===== src/rtl/bf_pkg.sv =====
// Shared encodings for the byte memory bridge: FSM states, bus phases and
// the default handshake timeout.
package bf_pkg;

  typedef enum logic [1:0] {
    S_IDLE    = 2'd0,
    S_ASSERT  = 2'd1,
    S_RELEASE = 2'd2,
    S_RESP    = 2'd3
  } state_t;

  localparam logic [1:0] PH_ADDR_HI = 2'd0;
  localparam logic [1:0] PH_ADDR_LO = 2'd1;
  localparam logic [1:0] PH_DATA    = 2'd2;

  localparam int TIMEOUT_DEF = 255;

endpackage


===== src/rtl/ack_sync.sv =====
// Two-flop synchronizer for the off-chip ack; free-running so that en
// never stalls metastability settling.
module ack_sync (
  input  logic clk,
  input  logic rst,
  input  logic d,
  output logic q
);

  logic meta;

  always_ff @(posedge clk or posedge rst) begin
    if (rst) begin
      meta <= 1'b0;
      q    <= 1'b0;
    end else begin
      meta <= d;
      q    <= meta;
    end
  end

endmodule


===== src/rtl/bf_mem_bridge.sv =====
// Byte read/write responder for the core: runs ADDR_HI, ADDR_LO, DATA phases
// over an 8-bit bus with a 4-phase stb/ack handshake and a per-wait timeout.
//
// state   | meaning
// IDLE    | waiting for req with synchronized ack low
// ASSERT  | strobe high, waiting for ack_s rise
// RELEASE | strobe low, waiting for ack_s fall
// RESP    | one-cycle done pulse, err valid
module bf_mem_bridge
  import bf_pkg::*;
#(
  parameter int TIMEOUT = TIMEOUT_DEF,
  parameter int TO_W    = 8
) (
  input  logic        clk,
  input  logic        reset,
  input  logic        en,
  input  logic        req,
  input  logic        we,
  input  logic [15:0] addr,
  input  logic [7:0]  wdata,
  output logic [7:0]  rdata,
  output logic        done,
  output logic        err,
  output logic        ext_stb,
  output logic        ext_we,
  input  logic        ext_ack,
  output logic [7:0]  bus_out,
  output logic        bus_oe,
  input  logic [7:0]  bus_in
);

  state_t            state_q, state_d;
  logic [1:0]        phase_q;
  logic [TO_W-1:0]   cnt_q;
  logic              we_q;
  logic [15:0]       addr_q;
  logic [7:0]        wdata_q;
  logic [7:0]        hold_q;
  logic [7:0]        rdata_q;
  logic              err_q;
  logic              ack_s;
  logic              accept, capture, phase_inc, abort, to_hit;
  logic              busy, drive;

  ack_sync u_ack_sync (
    .clk   (clk),
    .rst   (reset),
    .d     (ext_ack),
    .q     (ack_s)
  );

  assign to_hit = (cnt_q == TO_W'(TIMEOUT - 1));

  always_comb begin
    state_d   = state_q;
    accept    = 1'b0;
    capture   = 1'b0;
    phase_inc = 1'b0;
    abort     = 1'b0;
    if (en) begin
      case (state_q)
        S_IDLE: begin
          if (req && !ack_s) begin
            state_d = S_ASSERT;
            accept  = 1'b1;
          end
        end
        S_ASSERT: begin
          if (ack_s) begin
            state_d = S_RELEASE;
            capture = (phase_q == PH_DATA) && !we_q;
          end else if (to_hit) begin
            state_d = S_RESP;
            abort   = 1'b1;
          end
        end
        S_RELEASE: begin
          if (!ack_s) begin
            if (phase_q != PH_DATA) begin
              state_d   = S_ASSERT;
              phase_inc = 1'b1;
            end else begin
              state_d = S_RESP;
            end
          end else if (to_hit) begin
            state_d = S_RESP;
            abort   = 1'b1;
          end
        end
        default: state_d = S_IDLE;
      endcase
    end
  end

  always_ff @(posedge clk or posedge reset) begin
    if (reset) begin
      state_q <= S_IDLE;
      phase_q <= PH_ADDR_HI;
      cnt_q   <= '0;
      we_q    <= 1'b0;
      addr_q  <= 16'h0000;
      wdata_q <= 8'h00;
      hold_q  <= 8'h00;
      rdata_q <= 8'h00;
      err_q   <= 1'b0;
    end else begin
      state_q <= state_d;
      // Each wait state gets its own full timeout budget.
      if (state_d != state_q)
        cnt_q <= '0;
      else if (en && (state_q == S_ASSERT || state_q == S_RELEASE))
        cnt_q <= cnt_q + 1'b1;
      if (accept) begin
        we_q    <= we;
        addr_q  <= addr;
        wdata_q <= wdata;
        phase_q <= PH_ADDR_HI;
      end else if (phase_inc) begin
        phase_q <= phase_q + 2'd1;
      end
      if (capture)
        hold_q <= bus_in;
      if (state_d == S_RESP && state_q != S_RESP) begin
        err_q <= abort;
        if (!we_q)
          rdata_q <= abort ? 8'h00 : hold_q;
      end
    end
  end

  assign busy    = (state_q == S_ASSERT) || (state_q == S_RELEASE);
  assign drive   = busy && !((phase_q == PH_DATA) && !we_q);
  assign ext_stb = (state_q == S_ASSERT);
  assign ext_we  = (state_q != S_IDLE) && we_q;
  assign bus_oe  = drive;
  assign done    = (state_q == S_RESP);
  assign err     = err_q;
  assign rdata   = rdata_q;

  always_comb begin
    bus_out = 8'h00;
    if (drive) begin
      case (phase_q)
        PH_ADDR_HI: bus_out = addr_q[15:8];
        PH_ADDR_LO: bus_out = addr_q[7:0];
        default:    bus_out = wdata_q;
      endcase
    end
  end

endmodule


===== config.mk =====
export PLATFORM = sky130hd
export DESIGN_NAME = bf_mem_bridge
export DESIGN_NICKNAME = d
export VERILOG_FILES = /design/src/rtl/bf_pkg.sv /design/src/rtl/ack_sync.sv /design/src/rtl/bf_mem_bridge.sv
export SDC_FILE = /design/constraint.sdc
export NUM_CORES = 1
export LEC_CHECK = 0
export ABC_AREA = 1
export CORE_ASPECT_RATIO = 0.8
export CORE_MARGIN = 5
export CORE_UTILIZATION = 50
export DETAILED_ROUTE_END_ITERATION = 8
export PLACE_DENSITY_LB_ADDON = 0.3
export SETUP_SLACK_MARGIN = 0.3
export SYNTH_ARGS = -nofsm -noshare
export SYNTH_HDL_FRONTEND = slang
export SYNTH_SLANG_ARGS = --single-unit

===== constraint.sdc =====
create_clock -name clk -period 3.4 [get_ports clk]
set_input_delay 0.34 -clock clk [delete_from_list [all_inputs] [get_ports clk]]
set_output_delay 0.34 -clock clk [all_outputs]
set_load 0.01 [all_outputs]

==> summary.md, run 1 <==
| Metric | Value |
|---|---|
| Mapped Avg Cell Area | `between 8 and 9 sq um` |
| Mapped Nets | `between 300 and 400` |
| Hold EP | `u_ack_sync.q` |
| IO Port Bufs | `between 50 and 60` |
| Final cycle utilization of the critical path | `0.817` |
| Max-slew headroom | `0.493` |
| CTS tree | `done` |
| Hold wc startpoint | `u_ack_sync.meta` |
| PostCTS Resize Cnt | `0` |
| Skew-Pair Late Insertion Delay | `approximately 0.31 ns` |
| Final Hold Fails | `0` |
| Vias in the first global route | `~2200` |
| Multiplexer share of the synthesized area | `0` |
| RSZ-0062 raised after global routing | `false` |
| Fraction of layout cells with a size suffix above 1 | `0.0907` |
| Period minus WS final | `~2.8 ns` |
| Total of max-cap violations | `0` |
| Initial antenna violation count | `0` |
| Leakage power | `about 0.0016 uW` |
| Drt initial violations | `138` |
| Final WL | `around 6000 um` |
| Most frequent cells in the layout | `131 x nand2_1, 58 x clkdlybuf4s50_1, 56 x dfrtp_1` |
| Global-route met3 utilization | `0.0434` |
| Ys Warns | `0` |
| Peak VDD IR | `about 0.00056 V` |
| CP max FO | `9` |
| R2R Path Start | `state_q[1]` |
| Wirelength per Cell | `between 10 and 15 um` |
| DP Worst Slack | `about 1 ns` |
| Worst EP arrival | `2.44 ns` |
| Root Driver | `clkbuf_8` |
| Simple-Gate Fraction of Synth Area | `0.302` |
| H-tree Lvls | `2` |
| Critical Path RT | `slightly above 3 ns` |
| Maximum root-to-sink buffer count | `2` |
| Met1 Usage GRT | `0.267` |
| Startpoint Class | `flip-flop` |
| Post-synthesis instance area | `between 0.002 and 0.003 sq mm` |
| Setup TNS | `0 ns` |
| FF-to-FF setup slack | `1.16 ns` |
| Main combinational cell family by area after synthesis | `simple AND/OR/NAND/NOR gates` |
| TritonCTS buffer count | `5` |
| Slew @ Worst Pin | `roughly 0.76 ns` |
| Compound-Gate Fraction of Synth Area | `0.0668` |
| Post-synthesis adder-cell area fraction | `0.0409` |
| Post-DR vias/cell | `5.00` |
| Grt ovf | `0` |
| Gr busiest metal | `met1` |
| DIE AREA | `0.00710 sq mm` |
| CTS Hold Bufs | `0` |
| Worst reg2reg endpoint | `phase_q[1]` |
| Post-synthesis sequential area ratio | `0.509` |
| Drt drc | `0` |
| Status | `finished clean` |
| Largest net degree at the start of global routing | `36` |
| Initial core utilization | `0.509` |
| Synth cell types | `27` |
| RD Place Congestion | `~0.92` |
| Core Area | `around 0.0054 sq mm` |
| Post-Syn Instances | `338` |
| Post-DP HPWL | `around 4500 um` |
| Worst-path clk slew | `approximately 0.10 ns` |
| Postcts setup bufs | `0` |
| Routed via count | `between 2000 and 2500` |
| Clock sink count | `between 50 and 60` |
| Skew final | `~0.0068 ns` |
| Overall routing resource usage | `0.181` |
| Crit Path Class | `reg2out` |
| Rows | `24` |
| Area delta synth->final | `26.7%` |
| Power Dens Cells | `slightly above 800 mW/mm^2` |
| Final setup fails | `0` |
| Die X-Extent | `just over 90 um` |
| Yosys reg bits | `56` |
| Max-slew violation count | `0` |
| Setup crit end kind | `output pin` |
| Diodes inserted | `0` |
| Final ANT Viol Nets | `0` |
| XOR/XNOR Fraction of Synth Area | `0.0223` |
| First-pass GRT wire length | `10400 um` |
| Final #Nets | `around 440` |
| Post-route worst setup slack | `0.621 ns` |
| Hold Path Depth | `0` |
| WHS | `about 0.36 ns` |
| Reg2Reg Depth | `7` |
| Die height | `between 70 and 80 um` |
| Worst Hold Class | `reg2reg` |
| Top-Level Pins | `a little under 60` |
| Met2 GRT Util | `0.261` |
| First drt pass iteration count | `4` |
| Commonest non-fill, non-tap cell in the layout | `nand2_1` |
| Achievable Freq | `about 360 MHz` |
-- flip-flops by register name, summed over array words and instances (netlist names) --
signal / cells
u_ack_sync.meta: 1
cnt_q: 8
state_q: 2
rdata: 8
addr_q: 16
we_q: 1
err: 1
u_ack_sync.q: 1
phase_q: 2
wdata_q: 8
hold_q: 8
-- kinds of logic after synthesis --
logic type	Yosys count
buf+inv	40
flops	56
fa+ha+maj	9
simple gates	193
xor+xnor	7
compound gates	33
-- worst max-delay path: stages (launching register included) --
cell	delay [ns]
dfrtp_1	0.40
inv_1	0.09
ha_1	0.31
nor2_1	0.48
nand2_1	0.10
a31oi_1	0.17
clkdlybuf4s50_1	0.59
-- worst max-delay path by stage --
stage                    start  slack, ns         end
detailed placement  phase_q[0]       1.01  bus_out[5]
global route        phase_q[0]       0.46  bus_out[6]
floorplan           phase_q[0]       1.67  bus_out[4]
finish              phase_q[0]       0.62  bus_out[5]
global placement    phase_q[0]       1.10  bus_out[7]
CTS                 phase_q[0]       0.65  bus_out[5]
-- cells in the mapped netlist (all sizes together) --
cell type	count	area, sq um
nand3	14	87.6
a21oi	9	56.3
clkbuf	7	26.3
xnor2	3	26.3
a31oi	4	25.0
xor2	4	35.0
o21ai	19	95.1
ha	9	113
o31ai	1	7.51
dfrtp	56	1400
buf	3	23.8
nor4	1	6.26
nand2	137	529
nand4	8	50.1
nor3	2	15.0
nor2	31	141
inv	30	113
-- per-layer routing --
metal | share of wire | vias up
li1 | - | 1178
met1 | 0.48 | 1040
met2 | 0.43 | 84
met3 | 0.074 | 8
met4 | 0.015 | 0
met5 | 0 | -
-- final cells by class --
| cell class | count | area, sq um |
|---|---|---|
| fill | 472 | 1920 |
| clock inverter | 1 | 7.51 |
| sequential | 56 | 1400 |
| tap | 65 | 81.3 |
| timing repair buffer | 61 | 603 |
| inverter | 30 | 113 |
| multi-input combinational | 242 | 1190 |
| clock buffer | 7 | 86.3 |
-- metrics by stage --
stage	cells	power, uW	utilization	cell area [sq um]
floorplan	338	1960	-	2750
global placement	454	2460	0.628	3390
detailed placement	454	2500	0.628	3390
CTS	462	2890	0.645	3490
global route	462	3110	0.645	3490
finish	462	2870	0.645	3490
-- power by group --
part / switching (uW) / leakage (uW) / internal (uW)
clock: 211 / 0.0000445 / 166
sequential: 152 / 0.000684 / 933
combinational: 812 / 0.000917 / 600
total: 1180 / 0.00165 / 1700
No activity file was read; power rests on OpenSTA's default activity.
==> run 2: changes to the inputs <==
--- a/config.mk
+++ b/config.mk
@@ -8,7 +8,7 @@
 export ABC_AREA = 1
 export CORE_ASPECT_RATIO = 0.8
 export CORE_MARGIN = 5
-export CORE_UTILIZATION = 50
+export CORE_UTILIZATION = 46
 export DETAILED_ROUTE_END_ITERATION = 8
 export PLACE_DENSITY_LB_ADDON = 0.3
 export SETUP_SLACK_MARGIN = 0.3
==> constraint.sdc (replaced) <==
create_clock -name clk -period 2.2 [get_ports clk]
set_input_delay 0.22 -clock clk [delete_from_list [all_inputs] [get_ports clk]]
set_output_delay 0.22 -clock clk [all_outputs]
set_load 0.01 [all_outputs]
==> summary.md, run 2 (synthesis gave the netlist of run 1 again) <==
| Metric | Value |
|---|---|
| Seq pwr share | `0.338 (-0.040)` |
| Setup TNS | `0 ns (unchanged)` |
| Post-DP HPWL | `4430 um (-0.35%)` |
| Max-slew headroom | `0.573 (+0.0798)` |
| Vias in the first global route | `2321 (+5.3%)` |
| Period minus WS final | `around 1.8 ns` |
| Die X-Extent | `96.5 um (+3.8%)` |
| Setup crit end kind | `output pin` |
| Power Dens Cells | `1320 mW/mm^2 (+60%)` |
| Wirelength per Cell | `12.7 um (-2.3%)` |
| Drt initial violations | `155 (+12%)` |
| RD Place Congestion | `0.895 (-2.3%)` |
| Area delta synth->final | `35.3%` |
| Filler instances | `491 (+4.0%)` |
| Commonest non-fill, non-tap cell in the layout | `nand2_1` |
| Worst Hold Class | `in2async` |
| Top-Level Pins | `59 (unchanged)` |
| H-tree Lvls | `2 (unchanged)` |
| Fraction of layout cells with a size suffix above 1 | `0.188 (+0.0973)` |
| CTS tree | `done` |
| P_sw | `2040 uW (+73%)` |
| Worst EP arrival | `1.61 ns (-0.83 ns)` |
| Die height | `79.2 um (+3.7%)` |
| Met2 GRT Util | `0.275 (+0.0138)` |
| RSZ-0062 raised after global routing | `true` |
| DIE AREA | `0.00764 sq mm (+7.6%)` |
| Clock sink count | `56 (unchanged)` |
| Max reg flops | `16 (unchanged)` |
| Skew final | `0.00596 ns (-0.000827 ns)` |
| Critical Path RT | `1.98 ns (-1.08 ns)` |
| Worst-path clk slew | `0.10 ns (about the same)` |
| Status | `finished clean` |
| Comb pwr share | `0.541 (+0.050)` |
| Most frequent cells in the layout | `129 x nand2_1, 56 x dfrtp_1, 47 x clkdlybuf4s50_1` |
| First-pass GRT wire length | `10600 um (+1.4%)` |
| Final ANT Viol Nets | `0 (unchanged)` |
| Switching share of power | `0.416 (+0.00677)` |
| Max-slew violation count | `0 (unchanged)` |
| Grt ovf | `0 (unchanged)` |
| Root Driver | `clkbuf_8` |
| Rows | `25 (+4.2%)` |
| Startpoint Class | `flip-flop` |
| Initial antenna violation count | `0 (unchanged)` |
| Diodes inserted | `0 (unchanged)` |
| Biggest register | `addr_q` |
| Drt drc | `0 (unchanged)` |
| Overall routing resource usage | `0.177 (-0.00380)` |
| Int Pwr | `2860 uW (+68%)` |
| Final setup fails | `0 (unchanged)` |
| First drt pass iteration count | `4 (unchanged)` |
| WHS | `0.257 ns (-0.0991 ns)` |
| Final WL | `6310 um (+4.8%)` |
| CP max FO | `4 (-5)` |
| Routed via count | `2362 (+2.3%)` |
| Skew-Pair Late Insertion Delay | `0.31 ns (about the same)` |
| Slew @ Worst Pin | `0.634 ns (-0.123 ns)` |
| Crit Path Class | `reg2out` |
| CTS Hold Bufs | `0 (unchanged)` |
| Leakage power | `0.00176 uW (+7.2%)` |
| IO Port Bufs | `58 (unchanged)` |
| Final cycle utilization of the critical path | `0.833` |
| Clock group share of total power | `0.121 (-0.010)` |
| Gr busiest metal | `met2` |
| Global-route met3 utilization | `0.0483 (+0.00486)` |
| Achievable Freq | `about 550 MHz` |
| Final Hold Fails | `0 (unchanged)` |
| Post-DR vias/cell | `4.76 (-4.8%)` |
| Core Area | `0.00585 sq mm (+8.2%)` |
| Largest net degree at the start of global routing | `57 (+58%)` |
| Peak VDD IR | `0.000722 V (+30%)` |
| Total of max-cap violations | `0 (unchanged)` |
| Initial core utilization | `0.470 (-0.0387)` |
| Met1 Usage GRT | `0.241 (-0.0259)` |
| Maximum root-to-sink buffer count | `2 (unchanged)` |
| TritonCTS buffer count | `5 (unchanged)` |
| Final #Nets | `461 (+4.1%)` |
run 2: cell types whose count changed in the layout (fill, tap and decap cells not counted), sizes merged:
cell           change
dlygate4sd2        +2
clkdlybuf4s50     -11
clkbuf             +4
nand2              +1
buf               +22
run 2: metal layers:
| metal | vias to the layer above | routed length (um) |
|---|---|---|
| li1 | 1211 | - |
| met3 | 9 | 364 |
| met1 | 1083 | 2960 |
| met5 | - | 0 |
| met4 | 0 | 93 |
| met2 | 59 | 2890 |
run 2: worst max-delay path, stage by stage, from the launching register on:
cell and delay (ns):
dfrtp_1 0.42, buf_6 0.14, ha_4 0.17, nor2_4 0.09, buf_6 0.12, nand2_1 0.08
a31oi_4 0.14, buf_2 0.15
run 2: what timing repair did:
item	CTS	global route
cloned	0	1
setup buffers	2	7
pin swaps	0	4
endpoints found under the setup margin	11	21
resized for setup	27	35
run 2: path summary, 6_finish.rpt:
kind / endpoint / from / cells past startpoint / slack (ns)
worst max-delay path: bus_out[5] / phase_q[0] / 7 / 0.37
worst min-delay path: addr_q[0] / reset / 3 / 0.26
worst max register to register: err / state_q[1] / 13 / 0.40
worst min register to register: u_ack_sync.q / u_ack_sync.meta / 0 / 0.38
max in group asynchronous: cnt_q[3] / reset / 3 / 1.68
min in group clk: u_ack_sync.meta / ext_ack / 1 / 0.35
run 2: layout make-up:
type                    instances  area, sq um  area share
flip-flops and latches         56         1400       0.376
multi-input cells             243         1300       0.349
repair buffers                 78          713       0.192
inverters                      30          113      0.0303
well taps                      81          101      0.0272
clock buffers                   7         86.3      0.0232
clock inverters                 1         7.51     0.00202
run 2: through the flow:
| step | worst slack [ns] | power, uW | area [sq um] | util | cells |
|---|---|---|---|---|---|
| after floorplan | 0.559 | 3020 | 2750 | - | 338 |
| after global routing | 0.272 | 5310 | 3720 | 0.636 | 496 |
| after CTS | 0.175 | 4610 | 3600 | 0.616 | 488 |
| after detailed placement | 0.0891 | 4010 | 3480 | 0.596 | 478 |
| final | 0.367 | 4900 | 3720 | 0.636 | 496 |
| after global placement | 0.173 | 3940 | 3480 | 0.596 | 478 |
run 2: power by group through the flow:
stage / Combinational [uW] / Clock (uW) / Sequential (uW)
2_1_floorplan: 1350 / 0 / 1670
3_3_place_gp: 2290 / 0 / 1650
3_5_place_dp: 2340 / 0 / 1670
4_1_cts: 2360 / 606 / 1640
5_1_grt: 2960 / 648 / 1700
6_report: 2650 / 590 / 1660
==> run 3: changes to the inputs <==
==> constraint.sdc (replaced) <==
create_clock -name clk -period 1.51 [get_ports clk]
set_input_delay 0.151 -clock clk [delete_from_list [all_inputs] [get_ports clk]]
set_output_delay 0.151 -clock clk [all_outputs]
set_load 0.01 [all_outputs]
==> summary.md, run 3 (synthesis gave the netlist of run 1 again) <==
| Metric | Value |
|---|---|
| CTS tree | `done` |
| Peak VDD IR | `0.00107 V (+48%)` |
| TritonCTS buffer count | `5 (unchanged)` |
| Power Dens Cells | `2000 mW/mm^2 (+52%)` |
| Critical Path RT | `1.72 ns (-0.26 ns)` |
| Vias in the first global route | `3014 (+30%)` |
| Initial antenna violation count | `0 (unchanged)` |
| Top-Level Pins | `59 (unchanged)` |
| H-tree Lvls | `2 (unchanged)` |
| Total of max-cap violations | `0 (unchanged)` |
| CP Cell Sequence | `inv_1, ha_2, nand2_2, nor2_2, nand2_2, nand2_2, nand2_1, nand2_1, nand2_2, a21oi_4, nand3_4, nand2_2, nand2_2` |
| Slowest stage cell, crit path | `dfrtp_1` |
| Final #Nets | `516 (+12%)` |
| RSZ-0062 raised after global routing | `true` |
| Grt ovf | `0 (unchanged)` |
| Crit Path Class | `reg2reg` |
| Max incr delay on CP | `0.39 ns (-0.03 ns)` |
| Skew-Pair Late Insertion Delay | `0.32 ns (about the same)` |
| Max-slew headroom | `0.801 (+0.228)` |
| Skew final | `0.0127 ns (+0.00676 ns)` |
| P_sw | `4260 uW (+110%)` |
| Drt initial violations | `178 (+15%)` |
| Largest net degree at the start of global routing | `57 (unchanged)` |
| Post-route worst setup slack | `-0.417 ns (-0.784 ns)` |
| Most frequent cells in the layout | `67 x nand2_1, 55 x dfrtp_1, 54 x nand2_2` |
| Biggest register | `addr_q` |
| Overall routing resource usage | `0.256 (+0.0788)` |
| Post-route cell area | `0.00492 sq mm (+32%)` |
| Status | `finished with violations` |
| Switching share of power | `0.435 (+0.0189)` |
| Comb pwr share | `0.640 (+0.099)` |
| Maximum root-to-sink buffer count | `2 (unchanged)` |
| Worst-path clk slew | `0.11 ns (about the same)` |
| Max-slew violation count | `0 (unchanged)` |
| Final WL | `10400 um (+65%)` |
| Post-DP HPWL | `4790 um (+8.1%)` |
| Rows | `25 (unchanged)` |
| Initial core utilization | `0.470 (unchanged)` |
| Slew @ Worst Pin | `0.298 ns (-0.336 ns)` |
| RD Place Congestion | `0.816 (-8.8%)` |
| Drt drc | `0 (unchanged)` |
| Int Pwr | `5550 uW (+94%)` |
| CP max FO | `8 (+4)` |
| Die X-Extent | `96.5 um (unchanged)` |
| Leakage power | `0.00230 uW (+31%)` |
| Final cycle utilization of the critical path | `1.28` |
| Setup crit end kind | `flip-flop` |
| First-pass GRT wire length | `14800 um (+40%)` |
| Achievable Freq | `519 MHz` |
| Clock sink count | `56 (unchanged)` |
| Worst path most repeated cell | `nand2_2` |
| Final Power | `9810 uW (+100%)` |
| DIE AREA | `0.00764 sq mm (unchanged)` |
| Die height | `79.2 um (unchanged)` |
| Commonest non-fill, non-tap cell in the layout | `nand2_1` |
| Core Area | `0.00585 sq mm (unchanged)` |
| Final setup fails | `64 (+64)` |
| Startpoint Class | `flip-flop` |
| Routed via count | `3014 (+28%)` |
| Diodes inserted | `0 (unchanged)` |
| Seq pwr share | `0.255 (-0.083)` |
| IO Port Bufs | `58 (unchanged)` |
| Worst EP arrival | `2.14 ns (+0.53 ns)` |
| First drt pass iteration count | `6 (+2)` |
| Root Driver | `clkbuf_8` |
| Fraction of layout cells with a size suffix above 1 | `0.509 (+0.321)` |
| Period minus WS final | `approximately 1.9 ns` |
| Area delta synth->final | `78.7%` |
| Post-DR vias/cell | `5.47 (+15%)` |
| Final Hold Fails | `0 (unchanged)` |
| Area post-placement | `0.00381 sq mm (+9.4%)` |
| Worst Hold Class | `in2async` |
| Post-route core utilization | `0.840 (+0.204)` |
| Clock group share of total power | `0.105 (-0.016)` |
| Failing checks | `setup timing` |
| Final ANT Viol Nets | `0 (unchanged)` |
| Wirelength per Cell | `18.9 um (+48%)` |
| Max reg flops | `16 (unchanged)` |
-- run 3: cell count changes in the layout (fill, tap and decap cells not counted), moves of 7 or more --
cell	delta
buf_6	+31
o21ai_2	+11
nand2_1	-62
clkdlybuf4s50_1	-10
o21ai_0	-10
nor2_1	-8
buf_4	+20
dlygate4sd2_1	+7
nand2_4	+13
nand2_2	+48
-- run 3: through the flow --
step | setup TNS, ns | setup slack, ns | instances | hold WS (ns)
finish | -11.23 | -0.417 | 551 | 0.233
global route | -14.92 | -0.514 | 551 | 0.272
CTS | -5.47 | -0.294 | 542 | 0.256
detailed placement | -10.06 | -0.387 | 503 | 0.340
global placement | -8.68 | -0.343 | 503 | 0.335
floorplan | -0.560 | -0.0519 | 338 | 0.182
-- run 3: cell type report --
| class | instances | area (sq um) |
|---|---|---|
| fill | 293 | 933 |
| tap | 81 | 101 |
| sequential | 56 | 1400 |
| multi-input combinational | 243 | 1790 |
| clock buffer | 6 | 72.6 |
| timing repair buffer | 131 | 1360 |
| timing repair inverter | 2 | 15.0 |
| clock inverter | 2 | 38.8 |
| inverter | 30 | 134 |
-- run 3: repair_timing --
| action | in CTS | in global routing |
|---|---|---|
| setup endpoints to repair | 75 | 66 |
| resized for setup | 166 | 71 |
| gates cloned | 8 | 1 |
| setup buffers | 23 | 8 |
| hold buffers | 0 | 0 |
| pin swaps | 41 | 27 |
-- run 3: power groups by stage --
stage / Combinational (uW) / Sequential [uW] / Clock [uW]
detailed placement: 3980 / 2440 / 0
global placement: 3880 / 2410 / 0
floorplan: 2320 / 2460 / 0
global route: 6650 / 2550 / 1080
finish: 6280 / 2510 / 1030
CTS: 5310 / 2420 / 1030
-- run 3: critical path: cells and delay by family (launching register included) --
family | cells | cell delay [ns]
AO/OA/AOI/OAI | 1 | 0.25
adder cells (fa/ha/maj) | 1 | 0.17
AND/OR/NAND/NOR | 10 | 0.96
flip-flops | 1 | 0.39
buffers and inverters | 1 | 0.06
-- run 3: layer usage --
layer	up-vias	routed length, um	track usage
li1	1332	-	-
met1	1475	3980	0.299
met2	158	5290	0.446
met3	49	719	0.0625
met4	0	431	0.105
met5	-	0	0
-- run 3: worst paths after layout --
kind                                 start  depth (start not counted)              end  slack (ns)
max in group asynchronous            reset                          3       state_q[0]        0.99
min in group clk                   ext_ack                          1  u_ack_sync.meta        0.27
setup reg to reg                  cnt_q[0]                         13         rdata[6]       -0.42
hold / removal                       reset                          3        addr_q[2]        0.23
setup / recovery                  cnt_q[0]                         13         rdata[6]       -0.42
hold reg to reg            u_ack_sync.meta                          0     u_ack_sync.q        0.37
